$ cat src/rtl/score_seg_driver.sv
// ---------------------------------------------------------------------------
// score_seg_driver
//
// Converts the game score (or the best score while dead) to BCD with a
// sequential double-dabble converter and drives a 4-digit, common-anode,
// multiplexed seven-segment display. It also tracks the best score, which is
// captured on each rising edge of the death flag.
//
// Ports
//   clk        in   system clock, rising edge
//   clrn       in   asynchronous active-low reset
//   state[1:0] in   game state: 00 idle, 01 playing, 10 dead, 11 idle
//   score[7:0] in   current binary score
//   isDead     in   death flag (level)
//   AN[3:0]    out  digit enables, active-low, AN[0] = rightmost digit
//   SEGMENT[7:0] out segments {dp,g,f,e,d,c,b,a}, active-low
//   best[7:0]  out  highest score captured since reset
//   bcd_valid  out  displayed digits match the current source value
//
// Conversion FSM: CONV_IDLE -> CONV_SHIFT (8 cycles) -> CONV_DONE -> CONV_IDLE.
// The load happens on the IDLE->SHIFT edge, so bcd_valid is low for 9 cycles.
// ---------------------------------------------------------------------------
module score_seg_driver #(
    parameter int SCAN_BITS = 17
) (
    input  logic       clk,
    input  logic       clrn,
    input  logic [1:0] state,
    input  logic [7:0] score,
    input  logic       isDead,
    output logic [3:0] AN,
    output logic [7:0] SEGMENT,
    output logic [7:0] best,
    output logic       bcd_valid
);

    typedef enum logic [1:0] {
        CONV_IDLE  = 2'd0,
        CONV_SHIFT = 2'd1,
        CONV_DONE  = 2'd2
    } conv_state_t;

    localparam logic [SCAN_BITS-1:0] CNT_ONE = {{(SCAN_BITS-1){1'b0}}, 1'b1};

    conv_state_t conv_state, conv_next;

    logic [7:0]  src;
    logic [7:0]  src_q;
    logic [19:0] shreg;        // {hundreds, tens, ones, binary}
    logic [19:0] shreg_adj;
    logic [2:0]  bit_cnt;
    logic [3:0]  hund, tens, ones;
    logic        isdead_q;
    logic        do_load, do_shift, do_finish;

    logic [SCAN_BITS-1:0] cnt, cnt_next;
    logic [1:0]           sel_next;
    logic [3:0]           an_next;
    logic [7:0]           seg_next;

    function automatic logic [7:0] glyph(input logic [3:0] d);
        case (d)
            4'd0:    glyph = 8'hC0;
            4'd1:    glyph = 8'hF9;
            4'd2:    glyph = 8'hA4;
            4'd3:    glyph = 8'hB0;
            4'd4:    glyph = 8'h99;
            4'd5:    glyph = 8'h92;
            4'd6:    glyph = 8'h82;
            4'd7:    glyph = 8'hF8;
            4'd8:    glyph = 8'h80;
            4'd9:    glyph = 8'h90;
            default: glyph = 8'hFF;
        endcase
    endfunction

    // While dead the display shows the best score instead of the live one.
    assign src = (state == 2'b10) ? best : score;

    // ---------------- conversion FSM ----------------
    always_ff @(posedge clk or negedge clrn) begin
        if (!clrn) conv_state <= CONV_IDLE;
        else       conv_state <= conv_next;
    end

    always_comb begin
        conv_next = conv_state;
        do_load   = 1'b0;
        do_shift  = 1'b0;
        do_finish = 1'b0;
        case (conv_state)
            CONV_IDLE: begin
                if (src != src_q) begin
                    conv_next = CONV_SHIFT;
                    do_load   = 1'b1;
                end
            end
            CONV_SHIFT: begin
                do_shift = 1'b1;
                if (bit_cnt == 3'd7) conv_next = CONV_DONE;
            end
            CONV_DONE: begin
                do_finish = 1'b1;
                conv_next = CONV_IDLE;
            end
            default: conv_next = CONV_IDLE;
        endcase
    end

    // Add-3 correction applied to every BCD nibble before the shift.
    always_comb begin
        shreg_adj = shreg;
        if (shreg[19:16] >= 4'd5) shreg_adj[19:16] = shreg[19:16] + 4'd3;
        if (shreg[15:12] >= 4'd5) shreg_adj[15:12] = shreg[15:12] + 4'd3;
        if (shreg[11:8]  >= 4'd5) shreg_adj[11:8]  = shreg[11:8]  + 4'd3;
    end

    always_ff @(posedge clk or negedge clrn) begin
        if (!clrn) begin
            src_q     <= 8'd0;
            shreg     <= 20'd0;
            bit_cnt   <= 3'd0;
            hund      <= 4'd0;
            tens      <= 4'd0;
            ones      <= 4'd0;
            bcd_valid <= 1'b1;
        end else begin
            if (do_load) begin
                src_q     <= src;
                shreg     <= {12'd0, src};
                bit_cnt   <= 3'd0;
                bcd_valid <= 1'b0;
            end
            if (do_shift) begin
                shreg   <= {shreg_adj[18:0], 1'b0};
                bit_cnt <= bit_cnt + 3'd1;
            end
            // Display digits only move on completion, never mid-conversion.
            // If the source moved while busy, valid stays low; IDLE restarts.
            if (do_finish) begin
                hund      <= shreg[19:16];
                tens      <= shreg[15:12];
                ones      <= shreg[11:8];
                bcd_valid <= (src == src_q);
            end
        end
    end

    // ---------------- best score ----------------
    always_ff @(posedge clk or negedge clrn) begin
        if (!clrn) begin
            isdead_q <= 1'b0;
            best     <= 8'd0;
        end else begin
            isdead_q <= isDead;
            if (isDead && !isdead_q && (score > best)) best <= score;
        end
    end

    // ---------------- display scan ----------------
    // AN/SEGMENT are computed from the next counter value so the registered
    // outputs always agree with the counter's current digit select.
    always_comb begin
        cnt_next = cnt + CNT_ONE;
        sel_next = cnt_next[SCAN_BITS-1:SCAN_BITS-2];
        an_next  = ~(4'b0001 << sel_next);
        seg_next = 8'hFF;
        case (sel_next)
            2'd0: seg_next = glyph(ones);
            2'd1: seg_next = (hund == 4'd0 && tens == 4'd0) ? 8'hFF : glyph(tens);
            2'd2: seg_next = (hund == 4'd0) ? 8'hFF : glyph(hund);
            2'd3: begin
                if (state == 2'b01)      seg_next = 8'h8C;
                else if (state == 2'b10) seg_next = 8'h83;
                else                     seg_next = 8'hFF;
            end
            default: seg_next = 8'hFF;
        endcase
    end

    always_ff @(posedge clk or negedge clrn) begin
        if (!clrn) begin
            cnt     <= '0;
            AN      <= 4'b1110;
            SEGMENT <= 8'hC0;
        end else begin
            cnt     <= cnt_next;
            AN      <= an_next;
            SEGMENT <= seg_next;
        end
    end

endmodule

$ cat config.mk
export PLATFORM = sky130hd
export DESIGN_NAME = score_seg_driver
export DESIGN_NICKNAME = d
export VERILOG_FILES = /design/src/rtl/score_seg_driver.sv
export SDC_FILE = /design/constraint.sdc
export NUM_CORES = 1
export LEC_CHECK = 0
export CAP_MARGIN = 20
export CORE_ASPECT_RATIO = 0.6
export CORE_MARGIN = 8
export CORE_UTILIZATION = 30
export DETAILED_ROUTE_END_ITERATION = 10
export GPL_TIMING_DRIVEN = 0
export SKIP_LAST_GASP = 1
export SLEW_MARGIN = 20
export SYNTH_ARGS = -nofsm -noshare
export SYNTH_HDL_FRONTEND = slang
export SYNTH_SLANG_ARGS = --single-unit
$ cat constraint.sdc
create_clock -name clk -period 4.58 [get_ports clk]
set_input_delay 0.916 -clock clk [delete_from_list [all_inputs] [get_ports clk]]
set_output_delay 0.916 -clock clk [all_outputs]
set_load 0.01 [all_outputs]
== After elaboration in Yosys (flattened, before gate mapping) ==
Memories as Yosys holds them, arrays and structs flattened.
Cells that the tools add are included.
Operators by class
  bitwise logic cells: 1
  add/sub/neg operators: 5
  multiplexer cells: 22
  eq/ne operators: 12
  reductions and logical operators: 11
  order comparisons: 4
  shifts and indexed selects: 1
Operators by type and width (number)
  20-bit two-way mux: 2
  8-bit case mux with 4 select lines: 1
  8-bit two-way mux: 3
  17-bit by 1-bit adder with 17-bit output (second input constant): 1
  7-bit two-way mux: 2
  4-bit by 3-bit >= comparator with 1-bit output (second input constant): 3
  3-bit two-way mux: 3
  4-bit by 2-bit adder with 4-bit output (second input constant): 2
  2-bit == test (second input constant): 4
  8-bit == test: 1
  8-bit > comparator: 1
  4-bit zero test: 2
  4-bit two-way mux: 2
  8-bit inequality test: 1
  2-bit by 1-bit == test with 1-bit output (second input constant): 3
  1-bit two-way mux: 6
  2-bit zero test: 2
  2-bit two-way mux: 2
  2-bit inequality test (second input constant): 2
  4-bit inverter: 1
  2-bit case mux with 2 select lines: 1
  2-bit nonzero test: 2
  1-bit by 2-bit << shifter with 4-bit output (first input constant): 1
  3-bit by 1-bit adder with 3-bit output (second input constant): 1
  5 further kinds: 7
Word-level totals
  output and inout bits: 21
  bits of input ports: 13
  bits in read-only memories: 336
  register bits: 84
  memories: 3
  word-level logic and storage cells: 72
Memories
  (name not given): words 16, bits a word 7, rd ports 1, clocked after Yosys merged registers in 0, wr ports 0, line 62  | case (d)
  (name not given): words 16, bits a word 7, rd ports 1, clocked after Yosys merged registers in 0, wr ports 0, line 62
  (name not given): words 16, bits a word 7, rd ports 1, clocked after Yosys merged registers in 0, wr ports 0, line 62

== Logic depth before layout (Yosys ltp) ==
Gate-level depths: netlist of the first run.
  depth after elaboration: 7
  mapped depth: 11
  gate-level depth less buffers: 8

== Worst setup path after synthesis of the first run ==
Ideal clock, no wire load.
  path kind: input -> register
  from: in state[0]
  to: reg shreg[12]
  buffers on the path: 3
  library setup time: 136 ps
  stages: 10
  arrival: 2675 ps
  path slack: 1769 ps
  required time: 4444 ps
  path through: inv_1 > ha_1 > buf_6 > mux2i_1 > xnor2_1 > nor4_2 > a211oi_1 > buf_2 > buf_2 > o32ai_1
Between the ends
  cells in the longest elaborated chain, start to end: 6
RTL lines
  start, declared: line 28  | input logic [1:0] state,
  2-bit == test: line 78  | assign src = (state == 2'b10) ? best : score;
  8-bit two-way mux: line 78
  8-bit inequality test: line 93  | if (src != src_q) begin
  1-bit two-way mux: line 93
  1-bit two-way mux: line 91  | case (conv_state)
  2-bit nonzero test (no source line)
  end signal, assigned: line 130  | shreg <= {12'd0, src};
  end signal, assigned: line 135  | shreg <= {shreg_adj[18:0], 1'b0};
  end, declared: line 49  | logic [19:0] shreg;
No other way between the ends.
A chain may end at the register's enable or synchronous reset.

== Worst setup path after layout of the first run ==
Ends and elaborated chain as after synthesis.

==> out/results.txt, run 1 <==
Post-CTS Setup Inserts -> 0
Critical Path Most Common Cell -> buf_2
CP startpoint -> state[0]
layout net count -> 544
Area after DPL -> 5070 um^2
growth of design area from synthesis to finish -> 19.6%
vias per inst -> 4.87
Clk pin slew, worst setup/hold paths -> 60 ps
asr flop ratio synth -> 100%
top cells by area, synth -> dfrtp_1 44%, ha_1 9.5%, o21ai_0 4.2%
Detail Route Antenna Nets -> 0
Root Driver -> clkbuf_16
CP Launch Type -> input pin
Final min period -> 3480 ps
NetSw -> 1.34 mW
Post-Synthesis Cells -> 453
final setup fails -> 0
Logic pwr share -> 45.0%
Seq cells post-synth -> 83
hold_sp -> cnt[11]
DR iter-0 viols -> 193
sequential share of power -> 34.8%
die height -> 111 um
post-route cell area -> 5360 um^2
Critical Path Slowest Stage Cell -> clkdlybuf4s50_1
gr ovfl total -> 0
hold depth -> 1
GP Congestion -> 0.781
cell row count -> 34
FF-to-FF Start -> cnt[0]
skew final -> 13.7 ps
io pins -> 34
Total GRT Usage -> 10.9%
Required @ worst endpoint -> 4780 ps
initial antenna violation count -> 0
measured slew at the worst slew-check pin -> 834 ps
critical path class -> input pin to register
R2R depth -> 8
internal power -> 2.07 mW
die area -> 19,200 um^2
number of global-route vias before repair -> 3,522
Post-DP HPWL -> 7460 um
layout cells sized above 1 -> 9.76%
final critical-path setup slack -> 1100 ps
CTS Sinks -> 83
maximum vdd ir drop -> 0.233 mV
slew margin rel. -> 44.1%
fin crit share -> 76.1%
Vias -> 3,409
fmax -> 287 MHz
Final Hold Violating Endpoints -> 0
synth warn -> 0
first-pass GRT wire length -> 17,300 um
Chip Width -> 174 um
Mapped Area -> 4480 um^2
CP Capture Type -> register
CTS tree -> done
sequential share of the synthesized area -> 46.5%
CTS Buf Count -> 9
worst-path cell chain -> clkdlybuf4s50_1 -> inv_1 -> ha_1 -> buf_6 -> mux2i_1 -> xnor2_1 -> nor4_2 -> a211oi_1 -> buf_2 -> buf_2 -> o32ai_1
area share of the leading cell type in the synthesized netlist -> 43.6%
crit path max fanout -> 10
router iterations before antenna repair -> 4
final hold slack -> 485 ps
PwrDens -> 637 nW/um^2
Ant. Diodes -> 0
hold crit path type -> register to register
core footprint -> 14,500 um^2
switch share -> 39.3%
Starting Density -> 30.8%
CTS max path bufs -> 2
Hold Path End -> cnt[11]
Clk network pwr share -> 20.2%
worst reg2reg path endpoint -> SEGMENT[1]
cts-stage hold buffer count -> 0
MaxCap Viol Count -> 0
commonest non-fill, non-tap cell in the layout -> dfrtp_1
number of flops mapped to enable cells by yosys -> 0
main flop type after synthesis -> dfrtp_1
CTS H-tree lvls -> 3
detailed-route wire length per cell -> 14.3 um
status -> finished, final reports clean
most frequent cells in the layout -> 78 x dfrtp_1, 43 x nand2_1, 38 x o21ai_0, 34 x a21oi_1, 34 x ha_1
dpl ws -> 756 ps
setup slack, reg-to-reg -> 2060 ps
overall routed net length -> 10000 um
RSZ-0062 raised after global routing -> no
CTS resizes -> 0
largest net degree at the start of global routing -> 57
Fillers -> 1,462
Yosys cell types -> 48
WP data arrival -> 3690 ps
LEAKAGE -> 2.32 nW
peak per-stage delay on the critical path -> 500 ps
Power, Total -> 3.42 mW
I/O Buffers -> 32
Mapped Avg Cell Area -> 9.89 um^2
fin. max-slew vios -> 0
Layout Utilization -> 36.9%
Worst-Skew Late Latency -> 340 ps
drc violations -> 0
post-synth top area cell -> dfrtp_1
net count after synthesis -> 500
==> registers in the layout (all words and copies together) (netlist names) <==
name	cells
isdead_q	1
best	8
SEGMENT	7
cnt	17
AN	4
bcd_valid	1
tens	4
ones	4
hund	4
conv_state	2
bit_cnt	3
shreg	20
src_q	8
==> routing by layer <==
metal	GRT usage [%]	share of wire, %
met4	3.23	0.38
met5	0	0
met3	3.44	5.3
met2	16.3	43
met1	14.7	51
==> worst max path at each step <==
| stage | cells past startpoint | endpoint | slack (ps) |
|---|---|---|---|
| 3_3_place_gp | 1 | best[3] | -350 |
| 3_5_place_dp | 11 | shreg[14] | 760 |
| 5_1_grt | 11 | shreg[12] | 810 |
| 4_1_cts | 11 | shreg[14] | 1100 |
| 6_report | 11 | shreg[12] | 1100 |
| 2_1_floorplan | 10 | shreg[12] | 1770 |
==> synthesized netlist by cell type, types with 5 or more instances <==
library cell,count
o22ai_1,6
mux2_2,13
nor2b_1,12
o21ai_0,38
nand2_1,43
xnor2_1,21
nor2_1,32
nand3_1,7
nand4_1,7
xor2_1,7
inv_1,29
a22oi_1,6
clkbuf_1,12
nand2b_1,6
a221o_1,7
ha_1,34
dfstp_2,5
dfrtp_1,78
a21oi_1,34
mux2i_1,11
==> metrics by stage <==
step | setup TNS [ps] | instances
floorplan | 0 | 453
CTS | 0 | 700
finish | 0 | 700
detailed placement | 0 | 684
global route | 0 | 700
global placement | -27100 | 683
==> critical path: cells and delay by family <==
kind,cells,cell delay [ps]
AOI/OAI and AO/OA,2,590
xor gates and xnor gates,1,190
adders and majority gates,1,200
buffers and inverters,5,1340
muxes,1,340
and+or+nand+nor,1,90
==> area by class of cell <==
class | instances | area [um^2] | share of cell area [%]
sequential | 83 | 2080 | 38.9
timing repair buffer | 33 | 345 | 6.44
inverter | 30 | 113 | 2.10
buffer | 19 | 87.6 | 1.63
clock buffer | 10 | 239 | 4.46
multi-input combinational | 321 | 2200 | 41.0
clock inverter | 6 | 47.5 | 0.887
tap | 198 | 248 | 4.62
==> power groups by stage <==
stage	Sequential (mW)	Clock, mW	Combinational (mW)
6_report	1.19	0.689	1.54
4_1_cts	1.19	0.712	1.54
2_1_floorplan	1.18	0	1.03
3_5_place_dp	1.20	0	1.53
5_1_grt	1.22	0.747	1.74
3_3_place_gp	1.19	0	1.47
==> logic make-up after synthesis <==
logic type                 after synthesis  synth area share [%]
AOI/OAI and AO/OA                      110                  15.0
xor gates and xnor gates                28                  5.47
adders and majority gates               34                  9.49
buffers and inverters                   49                  4.47
DFF                                     83                  46.5
muxes                                   24                  5.72
other                                    1                0.0837
and+or+nand+nor                        124                  13.3
No activity file was read; power rests on OpenSTA's default activity.
==> inputs of run 2 (changes only) <==
==> constraint.sdc (replaced) <==
create_clock -name clk -period 2.9 [get_ports clk]
set_input_delay 0.58 -clock clk [delete_from_list [all_inputs] [get_ports clk]]
set_output_delay 0.58 -clock clk [all_outputs]
set_load 0.01 [all_outputs]
==> out/results.txt, run 2 (synthesis results as in run 1) <==
DR iter-0 viols -> 223
RSZ-0062 raised after global routing -> yes
Starting Density -> 30.8%
crit path max fanout -> 8
Ant. Diodes -> 0
CTS max path bufs -> 2
CP Capture Type -> register
GP Congestion -> 0.781
initial antenna violation count -> 0
gr ovfl total -> 0
io pins -> 34
internal power -> 3.36 mW
detailed-route wire length per cell -> 14.8 um
Logic pwr share -> 45.9%
Final Hold Violating Endpoints -> 0
CP Launch Type -> input pin
CTS H-tree lvls -> 3
Most flops, register -> shreg
Post-DP HPWL -> 7460 um
vias per inst -> 4.89
I/O Buffers -> 32
routing usage on met2 -> 16.2%
Root Driver -> clkbuf_16
CTS Buf Count -> 9
sequential share of power -> 34.5%
setup TNS -> 0 ps
cell row count -> 34
Area after DPL -> 5070 um^2
overall routed net length -> 10,400 um
Fillers -> 1,444
Vias -> 3,448
max FFs per register -> 20
measured slew at the worst slew-check pin -> 835 ps
core footprint -> 14,500 um^2
maximum vdd ir drop -> 0.368 mV
dpl ws -> -588 ps
die area -> 19,200 um^2
post-route cell area -> 5570 um^2
largest net degree at the start of global routing -> 57
Clk network pwr share -> 19.6%
LEAKAGE -> 2.37 nW
NetSw -> 2.20 mW
critical path class -> input pin to register
most frequent cells in the layout -> 78 x dfrtp_1, 43 x nand2_1, 38 x o21ai_0, 34 x a21oi_1, 33 x ha_1
layout cells sized above 1 -> 12.8%
MaxCap Viol Count -> 0
layout net count -> 549
commonest non-fill, non-tap cell in the layout -> dfrtp_1
fin crit share -> 99.0%
Required @ worst endpoint -> 3120 ps
CTS Sinks -> 83
Clk pin slew, worst setup/hold paths -> 60 ps
WP data arrival -> 3090 ps
status -> finished, final reports clean
growth of design area from synthesis to finish -> 24.3%
Chip Width -> 174 um
final hold slack -> 168 ps
final critical-path setup slack -> 28.8 ps
router iterations before antenna repair -> 4
Power, Total -> 5.56 mW
Total GRT Usage -> 10.8%
switch share -> 39.6%
Top Usage Layer GRT -> met2
skew final -> 12.8 ps
hold crit path type -> input pin to asynchronous set/reset pin
cts-stage hold buffer count -> 0
final setup fails -> 0
fin. max-slew vios -> 0
drc violations -> 0
number of global-route vias before repair -> 3,516
first-pass GRT wire length -> 17,300 um
slew margin rel. -> 44.0%
Detail Route Antenna Nets -> 0
Worst-Skew Late Latency -> 340 ps
fmax -> 348 MHz
biggest regs -> shreg (20), cnt (17)
PwrDens -> 998 nW/um^2
met3 usage -> 3.44%
Final min period -> 2870 ps
met1 Usage GRT -> 14.8%
CTS tree -> done
die height -> 111 um
[run 2: cell count changes in the layout (fill, tap and decap cells not counted), moves of 3 or more]
cell     previous run  this run
mux2i_1            11         3
mux2i_4             0         7
buf_4               2         6
buf_2               4         1
[run 2: per-layer routing]
metal  up-vias  part of all wire [%]  routed length, um
met2        72                    43               4480
met5         -                     0                  0
met3         4                   5.3                547
met4         0                  0.37                 38
met1      1697                    51               5340
li1       1675                     -                  -
[run 2: worst max-delay path: stages]
cell and delay (ps):
clkdlybuf4s50_1 490, ha_1 350, nor2b_1 130, o21a_1 150, o21ai_0 180, a21oi_1 110, o31ai_2 680, mux2_2 420
[run 2: through the flow]
stage / utilization, % / cells
6_report: 38.3 / 705
5_1_grt: 38.3 / 705
4_1_cts: 37.0 / 700
3_5_place_dp: 34.9 / 684
3_3_place_gp: 34.7 / 683
2_1_floorplan: - / 453
[run 2: power groups by stage]
stage | Combinational [mW] | Sequential (mW) | Clock, mW
after floorplan | 1.63 | 1.86 | 0
after global placement | 2.33 | 1.87 | 0
after detailed placement | 2.42 | 1.89 | 0
after CTS | 2.45 | 1.88 | 1.12
after global routing | 2.86 | 1.97 | 1.18
final | 2.55 | 1.92 | 1.09
[run 2: layout make-up]
cell class / instances / area [um^2] / area share (%)
Tap cell: 198 / 248 / 4.45
Inverter: 30 / 113 / 2.02
Clock inverter: 6 / 47.5 / 0.853
Clock buffer: 10 / 239 / 4.29
Sequential cell: 83 / 2080 / 37.4
Multi-Input combinational cell: 321 / 2330 / 41.8
Buffer: 19 / 114 / 2.04
Timing Repair Buffer: 38 / 398 / 7.14
[run 2: final timing paths]
path / cells after the start / end / slack (ps) / start
max reg2reg: 8 / best[5] / 320 / best[1]
min reg2reg: 1 / cnt[11] / 480 / cnt[11]
min: 1 / tens[2] / 170 / clrn
max: 8 / best[5] / 30 / score[1]
max in group asynchronous: 2 / bcd_valid / 2110 / clrn
min in group clk: 1 / cnt[11] / 480 / cnt[11]
[run 2: what timing repair did]
item | in CTS | in global routing
pin swaps | 0 | 2
resized for setup | 6 | 24
buffers inserted | 0 | 3
endpoints found under the setup margin | 29 | 31
cloned | 0 | 2
